$ cat config.mk
export PLATFORM = sky130hd
export DESIGN_NAME = enc8b10b_multilane
export DESIGN_NICKNAME = d
export VERILOG_FILES = /design/src/rtl/enc8b10b_pkg.sv /design/src/rtl/enc8b10b_byte.sv /design/src/rtl/enc8b10b_multilane.sv
export SDC_FILE = /design/constraint.sdc
export NUM_CORES = 1
export LEC_CHECK = 0
export BUFFER_PORTS_ARGS = -buffer_cell sky130_fd_sc_hd__buf_2
export CELL_PAD_IN_SITES_DETAIL_PLACEMENT = 0
export CELL_PAD_IN_SITES_GLOBAL_PLACEMENT = 1
export CORE_MARGIN = 2
export CORE_UTILIZATION = 50
export DETAILED_ROUTE_END_ITERATION = 6
export PLACE_DENSITY = 0.89
export REMOVE_ABC_BUFFERS = 1
export SETUP_SLACK_MARGIN = 0.15
export SLEW_MARGIN = 20
export SYNTH_ARGS = -nofsm -noshare
export SYNTH_HDL_FRONTEND = slang
export SYNTH_SLANG_ARGS = --single-unit
$ cat constraint.sdc
create_clock -name clk -period 45 [get_ports clk]
set_input_delay 9 -clock clk [delete_from_list [all_inputs] [get_ports clk]]
set_output_delay 9 -clock clk [all_outputs]
set_load 0.01 [all_outputs]
$ cat src/rtl/enc8b10b_pkg.sv
// 8b/10b code tables: the legal control bytes with both disparity columns,
// plus the data sub-block encoders shared by every lane.
package enc8b10b_pkg;

  localparam int N_K = 12;

  // K28.0..K28.7, K23.7, K27.7, K29.7, K30.7
  localparam logic [7:0] K_BYTE [N_K] = '{
    8'h1C, 8'h3C, 8'h5C, 8'h7C, 8'h9C, 8'hBC, 8'hDC, 8'hFC,
    8'hF7, 8'hFB, 8'hFD, 8'hFE
  };

  localparam logic [9:0] K_CODE_N [N_K] = '{
    10'h0F4, 10'h0F9, 10'h0F5, 10'h0F3, 10'h0F2, 10'h0FA, 10'h0F6, 10'h0F8,
    10'h3A8, 10'h368, 10'h2E8, 10'h1E8
  };

  localparam logic [9:0] K_CODE_P [N_K] = '{
    10'h30B, 10'h306, 10'h30A, 10'h30C, 10'h30D, 10'h305, 10'h309, 10'h307,
    10'h057, 10'h097, 10'h117, 10'h217
  };

  function automatic int unsigned ones(input logic [9:0] v);
    int unsigned n;
    n = 0;
    for (int i = 0; i < 10; i++) begin
      if (v[i]) n++;
    end
    return n;
  endfunction

  // Returns abcdei; the RD+ column is the complement of the RD- column for
  // unbalanced codes and for D.7 (111000 -> 000111).
  function automatic logic [5:0] enc_5b6b(input logic [4:0] x, input logic rd);
    logic [5:0] c;
    c = '0;
    case (x)
      5'd0:  c = 6'b100111;
      5'd1:  c = 6'b011101;
      5'd2:  c = 6'b101101;
      5'd3:  c = 6'b110001;
      5'd4:  c = 6'b110101;
      5'd5:  c = 6'b101001;
      5'd6:  c = 6'b011001;
      5'd7:  c = 6'b111000;
      5'd8:  c = 6'b111001;
      5'd9:  c = 6'b100101;
      5'd10: c = 6'b010101;
      5'd11: c = 6'b110100;
      5'd12: c = 6'b001101;
      5'd13: c = 6'b101100;
      5'd14: c = 6'b011100;
      5'd15: c = 6'b010111;
      5'd16: c = 6'b011011;
      5'd17: c = 6'b100011;
      5'd18: c = 6'b010011;
      5'd19: c = 6'b110010;
      5'd20: c = 6'b001011;
      5'd21: c = 6'b101010;
      5'd22: c = 6'b011010;
      5'd23: c = 6'b111010;
      5'd24: c = 6'b110011;
      5'd25: c = 6'b100110;
      5'd26: c = 6'b010110;
      5'd27: c = 6'b110110;
      5'd28: c = 6'b001110;
      5'd29: c = 6'b101110;
      5'd30: c = 6'b011110;
      5'd31: c = 6'b101011;
    endcase
    if (rd && (ones({4'b0, c}) != 3 || c == 6'b111000)) c = ~c;
    return c;
  endfunction

  // Returns fghj; rd is the disparity after the 6b sub-block.
  function automatic logic [3:0] enc_3b4b(input logic [2:0] y, input logic alt7,
                                          input logic rd);
    logic [3:0] c;
    c = '0;
    case (y)
      3'd0: c = 4'b1011;
      3'd1: c = 4'b1001;
      3'd2: c = 4'b0101;
      3'd3: c = 4'b1100;
      3'd4: c = 4'b1101;
      3'd5: c = 4'b1010;
      3'd6: c = 4'b0110;
      3'd7: c = alt7 ? 4'b0111 : 4'b1110;
    endcase
    if (rd && (ones({6'b0, c}) != 2 || c == 4'b1100)) c = ~c;
    return c;
  endfunction

endpackage

$ cat src/rtl/enc8b10b_byte.sv
// Combinational single-byte 8b/10b encoder: one link of the lane disparity chain.
module enc8b10b_byte
  import enc8b10b_pkg::*;
(
  input  logic [7:0] din,
  input  logic       k,
  input  logic       rd_in,
  output logic [9:0] code,
  output logic       rd_out,
  output logic       k_err
);

  logic [4:0] x;
  logic [2:0] y;
  logic [5:0] six;
  logic [3:0] four;
  logic       rd_mid;
  logic       alt7;
  logic       k_hit;
  logic [9:0] k_code;

  assign x = din[4:0];
  assign y = din[7:5];

  always_comb begin
    k_hit  = 1'b0;
    k_code = '0;
    for (int i = 0; i < N_K; i++) begin
      if (din == K_BYTE[i]) begin
        k_hit  = 1'b1;
        k_code = rd_in ? K_CODE_P[i] : K_CODE_N[i];
      end
    end
  end

  always_comb begin
    six    = enc_5b6b(x, rd_in);
    rd_mid = (ones({4'b0, six}) == 3) ? rd_in : ~rd_in;
    // A7 avoids a run of five equal bits across the 6b/4b boundary
    alt7   = (y == 3'd7) &&
             (rd_mid ? (x == 5'd11 || x == 5'd13 || x == 5'd14)
                     : (x == 5'd17 || x == 5'd18 || x == 5'd20));
    four   = enc_3b4b(y, alt7, rd_mid);

    code   = '0;
    rd_out = rd_in;
    k_err  = 1'b0;
    if (k) begin
      if (k_hit) begin
        code   = k_code;
        rd_out = (ones(k_code) == 5) ? rd_in : ~rd_in;
      end else begin
        k_err  = 1'b1;
      end
    end else begin
      code   = {six, four};
      rd_out = (ones({6'b0, four}) == 2) ? rd_mid : ~rd_mid;
    end
  end

endmodule

$ cat src/rtl/enc8b10b_multilane.sv
// LANES-wide 8b/10b encoder with a running-disparity chain across lanes,
// one-cycle latency and a saturating illegal-K counter.
module enc8b10b_multilane
  import enc8b10b_pkg::*;
#(
  parameter int LANES   = 4,
  parameter bit INIT_RD = 1'b0,
  parameter int CNT_W   = 16
) (
  input  logic                  clk,
  input  logic                  rst_n,
  input  logic                  i_valid,
  input  logic [8*LANES-1:0]    i_data,
  input  logic [LANES-1:0]      i_k,
  input  logic                  i_rd_clr,
  output logic                  o_valid,
  output logic [10*LANES-1:0]   o_data,
  output logic [LANES-1:0]      o_k_error,
  output logic                  o_rd,
  output logic [CNT_W-1:0]      o_kerr_cnt
);

  // Handshake: i_valid qualifies i_data/i_k for exactly one cycle; there is no
  // backpressure, every valid word is accepted and appears one cycle later
  // with o_valid high. Outputs hold their last word while o_valid is low.

  logic                rd_q;
  logic [CNT_W-1:0]    cnt_q;
  logic [LANES:0]      rd_chain;
  logic [10*LANES-1:0] codes;
  logic [LANES-1:0]    k_errs;
  logic [3:0]          err_cnt;
  logic [CNT_W-1:0]    cnt_base;
  logic [CNT_W+3:0]    cnt_sum;
  logic [CNT_W-1:0]    cnt_next;

  assign rd_chain[0] = i_rd_clr ? INIT_RD : rd_q;

  for (genvar g = 0; g < LANES; g++) begin : g_lane
    enc8b10b_byte u_byte (
      .din    (i_data[8*g +: 8]),
      .k      (i_k[g]),
      .rd_in  (rd_chain[g]),
      .code   (codes[10*g +: 10]),
      .rd_out (rd_chain[g+1]),
      .k_err  (k_errs[g])
    );
  end

  always_comb begin
    err_cnt = '0;
    for (int n = 0; n < LANES; n++) begin
      err_cnt = err_cnt + {3'b0, k_errs[n]};
    end
    cnt_base = i_rd_clr ? '0 : cnt_q;
    cnt_sum  = {4'b0, cnt_base} + {{CNT_W{1'b0}}, err_cnt};
    cnt_next = (|cnt_sum[CNT_W+3:CNT_W]) ? '1 : cnt_sum[CNT_W-1:0];
  end

  always_ff @(posedge clk or negedge rst_n) begin
    if (!rst_n) begin
      o_valid   <= 1'b0;
      o_data    <= '0;
      o_k_error <= '0;
      rd_q      <= INIT_RD;
      cnt_q     <= '0;
    end else begin
      o_valid <= i_valid;
      if (i_valid) begin
        o_data    <= codes;
        o_k_error <= k_errs;
        rd_q      <= rd_chain[LANES];
        cnt_q     <= cnt_next;
      end else if (i_rd_clr) begin
        rd_q  <= INIT_RD;
        cnt_q <= '0;
      end
    end
  end

  assign o_rd       = rd_q;
  assign o_kerr_cnt = cnt_q;

endmodule

Word-level counts from Yosys, hierarchy flattened. Memory sizes are Yosys's and may differ from the RTL's. Index checks and enable logic that the tools add are counted.

Add/subtract/negate cells: 104. Equal/unequal tests: 128. Mux-type cells: 421. Bitwise logic cells: 16. Reductions and logical operators: 41.

Operators by type and width (count): $mux 32 (196); $add 32x1->32 const B (88); $mux 10 (104); $eq 32x2->1 const B (8); $eq 8x8->1 const B (32); $ne 32x2->1 const B (8); $eq 32x3->1 const B (4); $pmux 4 s8 (4); $mux 1 (102); $eq 8x7->1 const B (8); $eq 5x4->1 const B (12); $eq 5x5->1 const B (12); $eq 3x3->1 const B (16); $mux 16 (3); $eq 8x5->1 const B (4); $eq 8x6->1 const B (4); $mux 4 (8); $add 1x1->2 const B (12); $eq 3x2->1 const B (8); $eq 6x6->1 const B (4); $logic_or 1x1->1 (24); $mux 6 (4); $not 6->6 (4); $add 16x4->17 (1); other kinds (10) (40).

Bits in registers: 62. ROM bits: 768. Input bits: 40. Output and inout bits: 62. Memories: 4.

Memory list: (name not given) (depth 32, width 6, rd ports 1, clocked after Yosys merged registers in 0, wr ports 0, RTL line enc8b10b_pkg.sv:37) `case (x)`; (name not given) (depth 32, width 6, rd ports 1, clocked after Yosys merged registers in 0, wr ports 0, RTL line enc8b10b_pkg.sv:37); (name not given) (depth 32, width 6, rd ports 1, clocked after Yosys merged registers in 0, wr ports 0, RTL line enc8b10b_pkg.sv:37); (name not given) (depth 32, width 6, rd ports 1, clocked after Yosys merged registers in 0, wr ports 0, RTL line enc8b10b_pkg.sv:37).

Depth between registers and ports, before layout. An unclocked memory read counts as a cell.

Depth in word-level cells: 227. Gate-level depth with buffers: 167. Gate-level depth less buffers: 161.

Hierarchy. From an unflattened synthesis, not the netlist that was laid out.

Cells, all modules: 1957. Area total of the unflattened synthesis: 15013.1 µm².

By module, submodules not included: enc8b10b_byte (g_lane[3].u_byte) (instances 1, cells each 448, area each 3236.9 µm², seq. area each 0.0 µm²); enc8b10b_byte (g_lane[2].u_byte) (instances 1, cells each 441, area each 3060.4 µm², seq. area each 0.0 µm²); enc8b10b_byte (g_lane[0].u_byte) (instances 1, cells each 432, area each 3006.6 µm², seq. area each 0.0 µm²); enc8b10b_byte (g_lane[1].u_byte) (instances 1, cells each 437, area each 2994.1 µm², seq. area each 0.0 µm²); enc8b10b_multilane (instances 1, cells each 199, area each 2715.1 µm², seq. area each 1551.5 µm²).

Worst setup path before layout. No wires, ideal clock.

Kind: input -> register. Start point: input i_data[0]. End point: register rd_q (netlist: o_rd). Library setup time: 0.087 ns. Data arrival time: 39.265 ns. Data required time: 44.913 ns. Path slack: 5.649 ns. Stages on the path: 154. Path through: inv_1 > ha_1 > buf_2 > nor2b_1 > a21o_1 > mux4_2 > ha_1 > nor2b_1 > a32o_1 > a211oi_4 > inv_2 > ha_1 > nand2_1 > nand2_1 > ha_1 > inv_1 > o21ai_0 > ha_1 > (+118 left out) > a221oi_1 > o22ai_1 > o21ai_0 > nand2_1 > ha_1 > buf_1 > xnor2_1 > ha_1 > or3b_2 > inv_1 > nor3_1 > mux2i_1 > xnor2_1 > ha_1 > a41o_1 > a211oi_1 > o22ai_1 > o211ai_1.

Word-level cells in the longest chain between the ends: 227. Elaborated cells on any way between the ends: 494. Those cells by class: add/sub: 85; eq/ne: 40; mux: 335; bitwise: 12; reduce/logical: 21; memory: 1.

Ends and longest elaborated chain: start, declared (RTL line enc8b10b_multilane.sv:13) `input logic [8*LANES-1:0] i_data,`; $mem_v2 32x6; $mux 1 (RTL line enc8b10b_pkg.sv:27) `if (v[i]) n++;`; $add 1x1->2 (RTL line enc8b10b_pkg.sv:27); $mux 32 (RTL line enc8b10b_pkg.sv:27); $add 32x1->32 (RTL line enc8b10b_pkg.sv:27); $mux 32 (RTL line enc8b10b_pkg.sv:27); $add 32x1->32 (RTL line enc8b10b_pkg.sv:27); $mux 32 (RTL line enc8b10b_pkg.sv:27); (+211 left out); $mux 32 (RTL line enc8b10b_pkg.sv:27); $mux 32 (RTL line enc8b10b_byte.sv:49) `if (k_hit) begin`; $mux 32 (RTL line enc8b10b_byte.sv:48) `if (k) begin`; $eq 32x3->1 (RTL line enc8b10b_byte.sv:51) `rd_out = (ones(k_code) == 5) ? rd_in : ~rd_in;`; $mux 1 (RTL line enc8b10b_byte.sv:51); $mux 1 (RTL line enc8b10b_byte.sv:49); $mux 1 (*) (RTL line enc8b10b_byte.sv:48); $mux 1 (*) (RTL line enc8b10b_multilane.sv:69) `if (i_valid) begin`; end signal, assigned (RTL line enc8b10b_multilane.sv:72) `rd_q <= rd_chain[LANES];`; end, declared (RTL line enc8b10b_multilane.sv:27) `logic rd_q;`.

Every way passes the cells marked *; elsewhere a longest branch is shown, timed or not. The select of a mux whose other input is x is not followed. A chain may end at the register's enable or synchronous reset.

Final worst setup path. Same ends and word-level chain as after synthesis.

==> impl_metrics.ini <==
[sta]
slew_viol_final = 0
slew_headroom_pct = 29.8
finalCriticalPeriod_ns = 42.11
fin_setup_tns_ns = 0
finalCritPeriodShare_pct = 93.6
setup_viol = 0
worst_pin_slew_ns = 1.04
hold_viol = 0
fin_ws_ns = 2.89
max_freq_mhz = 23.7
holdWs_ns = 0.481
fin_skew_ns = 0.0110
rsz0062_at_grt = no

[power]
p_per_area_nw_per_um2 = 63.9
p_switching_uw = 554
p_total_mw = 1.01
internal-power_uw = 460
seq_power_share_pct = 8.0
ir_drop_mv = 0.0506
combPwrFrac_pct = 84.7
clock_power_share_pct = 7.2
p_sw_share_pct = 54.6
p_leak_nw = 6.93

[floorplan]
core_sq_um = 29600
die_x_microns = 177
dieHeight_microns = 177
dieArea_sq_um = 31300
row_count = 63
ios = 102
start_util_pct = 50.6

[logic_synthesis]
synthCells = 2110
synth_top_flop_cell = dfrtp_1
ys_warn_count = 0
netlist_area_sq_um = 15000
synth-edff-count = 0
ys_seq_area_share_pct = 10.4
avgSynthCellArea_sq_um = 7.09
async_reset_ff_share_pct = 100
synth_cell_types = 119
ys_ff_latch = 62

[critical_path]
worstReg2RegStart = o_rd
worstSetupPathType = in -> reg
crit_top_cell = ha_1
worstReg2RegEnd = o_rd
start_kind = input pin
cpMaxStageDelayCell = mux4_2
cp_num_buf_inv = 10
path_depth = 152
cp.arrival_ns = 42.38
path_delay_family = adder cells
slowest_delay_ns = 0.56
cp.required_ns = 45.27
rrSetupSlack_ns = 14.64
critPathMaxFanout = 16
worstSetupStartpoint = i_data[0]
ff2ff_path_depth = 135
crit_end = o_rd
endpoint_kind = flop

[drt]
dr_total_vias = 15577
drtPass1Iterations = 6
wirelength_mm = 43.8
via_per_inst = 6.18
ant_nets = 0
drt-initial-drc-count = 1198
drt-wirelength-per-cell_microns = 17.4
route.detailed.drc = 0

[job]
drv_cap = 0

[place]
portBuffers = 101
gp_congestion = 0.956
dp_slack_ns = 2.14
dp_hpwl_mm = 33.7

[clock_tree]
cts_tree = yes
htree_levels = 3
ctsLongestPathBuffers = 2
clkLatencyLatePin_ns = 0.35
cts_buffers = 9
clkTransAtPathRegs_ns = 0.06
cts_sinks = 62
cts_root_buffer = clkbuf_16
cts_setup_buffers = 0

[outcome]
outcome = completed

[cells_and_area]
final_cell_mix = nand2_1 (261), nor2_1 (205), a21oi_1 (149)
drive_above_1_share_pct = 12.2
fin_util_pct = 53.7
antenna_cells = 0
layout_commonest_cell = nand2_1
areaGrowthSynthToFinish_pct = 6.15
final_nets = 2282

[global_routing]
grt_overflow = 0
grt_antenna_before_repair = 0
grt_max_degree = 63
grt_pass1_vias = 14307
grtUsageTotal_pct = 27.5
grt_pass1_wl_mm = 71.4

[hold_path]
hold_start = o_data[36]
hold_class = reg -> reg
hold_depth = 1
==> cell families after synthesis <==
logic type / synth area share [%]
adders and majority gates: 10.1
xor gates and xnor gates: 10.8
DFF: 10.4
muxes: 7.91
AOI/OAI and AO/OA: 25.6
buffers and inverters: 6.23
and+or+nand+nor: 29.0
==> cells in the mapped netlist (17+ instances only) <==
cell type / instances / share of area [%]
clkbuf_1: 76 / 1.9
nand2_1: 262 / 6.6
dfrtp_1: 62 / 10
nand2b_1: 25 / 1.0
o21ai_0: 133 / 4.5
nor2_1: 205 / 5.1
a31oi_1: 26 / 1.1
nor2b_1: 23 / 0.96
and3_1: 37 / 1.5
nand3_1: 75 / 2.5
xor2_1: 33 / 1.9
a21o_1: 17 / 0.85
a21oi_1: 149 / 5.0
or3_1: 19 / 0.79
o211ai_1: 19 / 0.95
and2_1: 19 / 0.79
mux2_2: 35 / 2.6
mux2i_1: 54 / 3.6
inv_1: 111 / 2.8
a211oi_1: 27 / 1.4
ha_1: 113 / 9.5
nor3_1: 69 / 2.3
xnor2_1: 114 / 6.7
nand4_1: 23 / 0.96
==> area by class of cell <==
cell class	count	area, sq um
Inverter	117	439
Tap cell	390	488
Fill cell	2926	13700
Clock inverter	5	41.3
Multi-Input combinational cell	1823	12500
Timing Repair Buffer	113	598
Clock buffer	11	253
Sequential cell	62	1550
==> stage by stage <==
stage          cell area [sq um]  cells
6_report                   15900   2521
5_1_grt                    15900   2521
4_1_cts                    15800   2521
3_5_place_dp               15600   2505
3_3_place_gp               15600   2505
2_1_floorplan              14500   2002
==> flip-flops by register name, summed over array words and instances (netlist names) <==
name        count
o_valid         1
o_rd            1
o_kerr_cnt     16
o_k_error       4
o_data         40
==> worst register-to-register path: cells and delay by family, from the launching register on <==
family,cells,cell delay [ns]
flops,1,0.44
buf+inv,7,1.04
mux,10,2.55
xor+xnor,11,2.57
fa+ha+maj,24,7.39
compound gates,39,7.50
simple gates,44,8.79
==> worst min-delay path by stage <==
stage,endpoint
global route,o_data[36]
detailed placement,o_data[36]
finish,o_data[36]
global placement,o_data[36]
CTS,o_data[36]
floorplan,o_data[29]
==> power groups by stage <==
| stage | clock network, mW | logic [mW] | registers [mW] |
|---|---|---|---|
| 2_1_floorplan | 0 | 0.649 | 0.0888 |
| 3_3_place_gp | 0 | 0.823 | 0.0822 |
| 3_5_place_dp | 0 | 0.843 | 0.0825 |
| 4_1_cts | 0.0741 | 0.847 | 0.0818 |
| 5_1_grt | 0.0761 | 0.958 | 0.0836 |
| 6_report | 0.0733 | 0.859 | 0.0817 |
==> what timing repair did <==
action,in CTS,in global routing
hold buffers,0,0
endpoints found under the setup margin,0,5
gates resized for setup,0,6
hold endpoints to repair,0,0
==> per-layer routing <==
layer | wire [microns] | share of wire (%) | global-route usage, % | up-vias
met1 | 20300 | 46 | 36.9 | 7341
li1 | - | - | - | 7684
met3 | 2230 | 5.1 | 3.26 | 92
met2 | 20100 | 46 | 45.6 | 460
met5 | 0 | 0 | 0 | -
met4 | 1190 | 2.7 | 9.23 | 0
No activity file was read; power rests on OpenSTA's default activity.
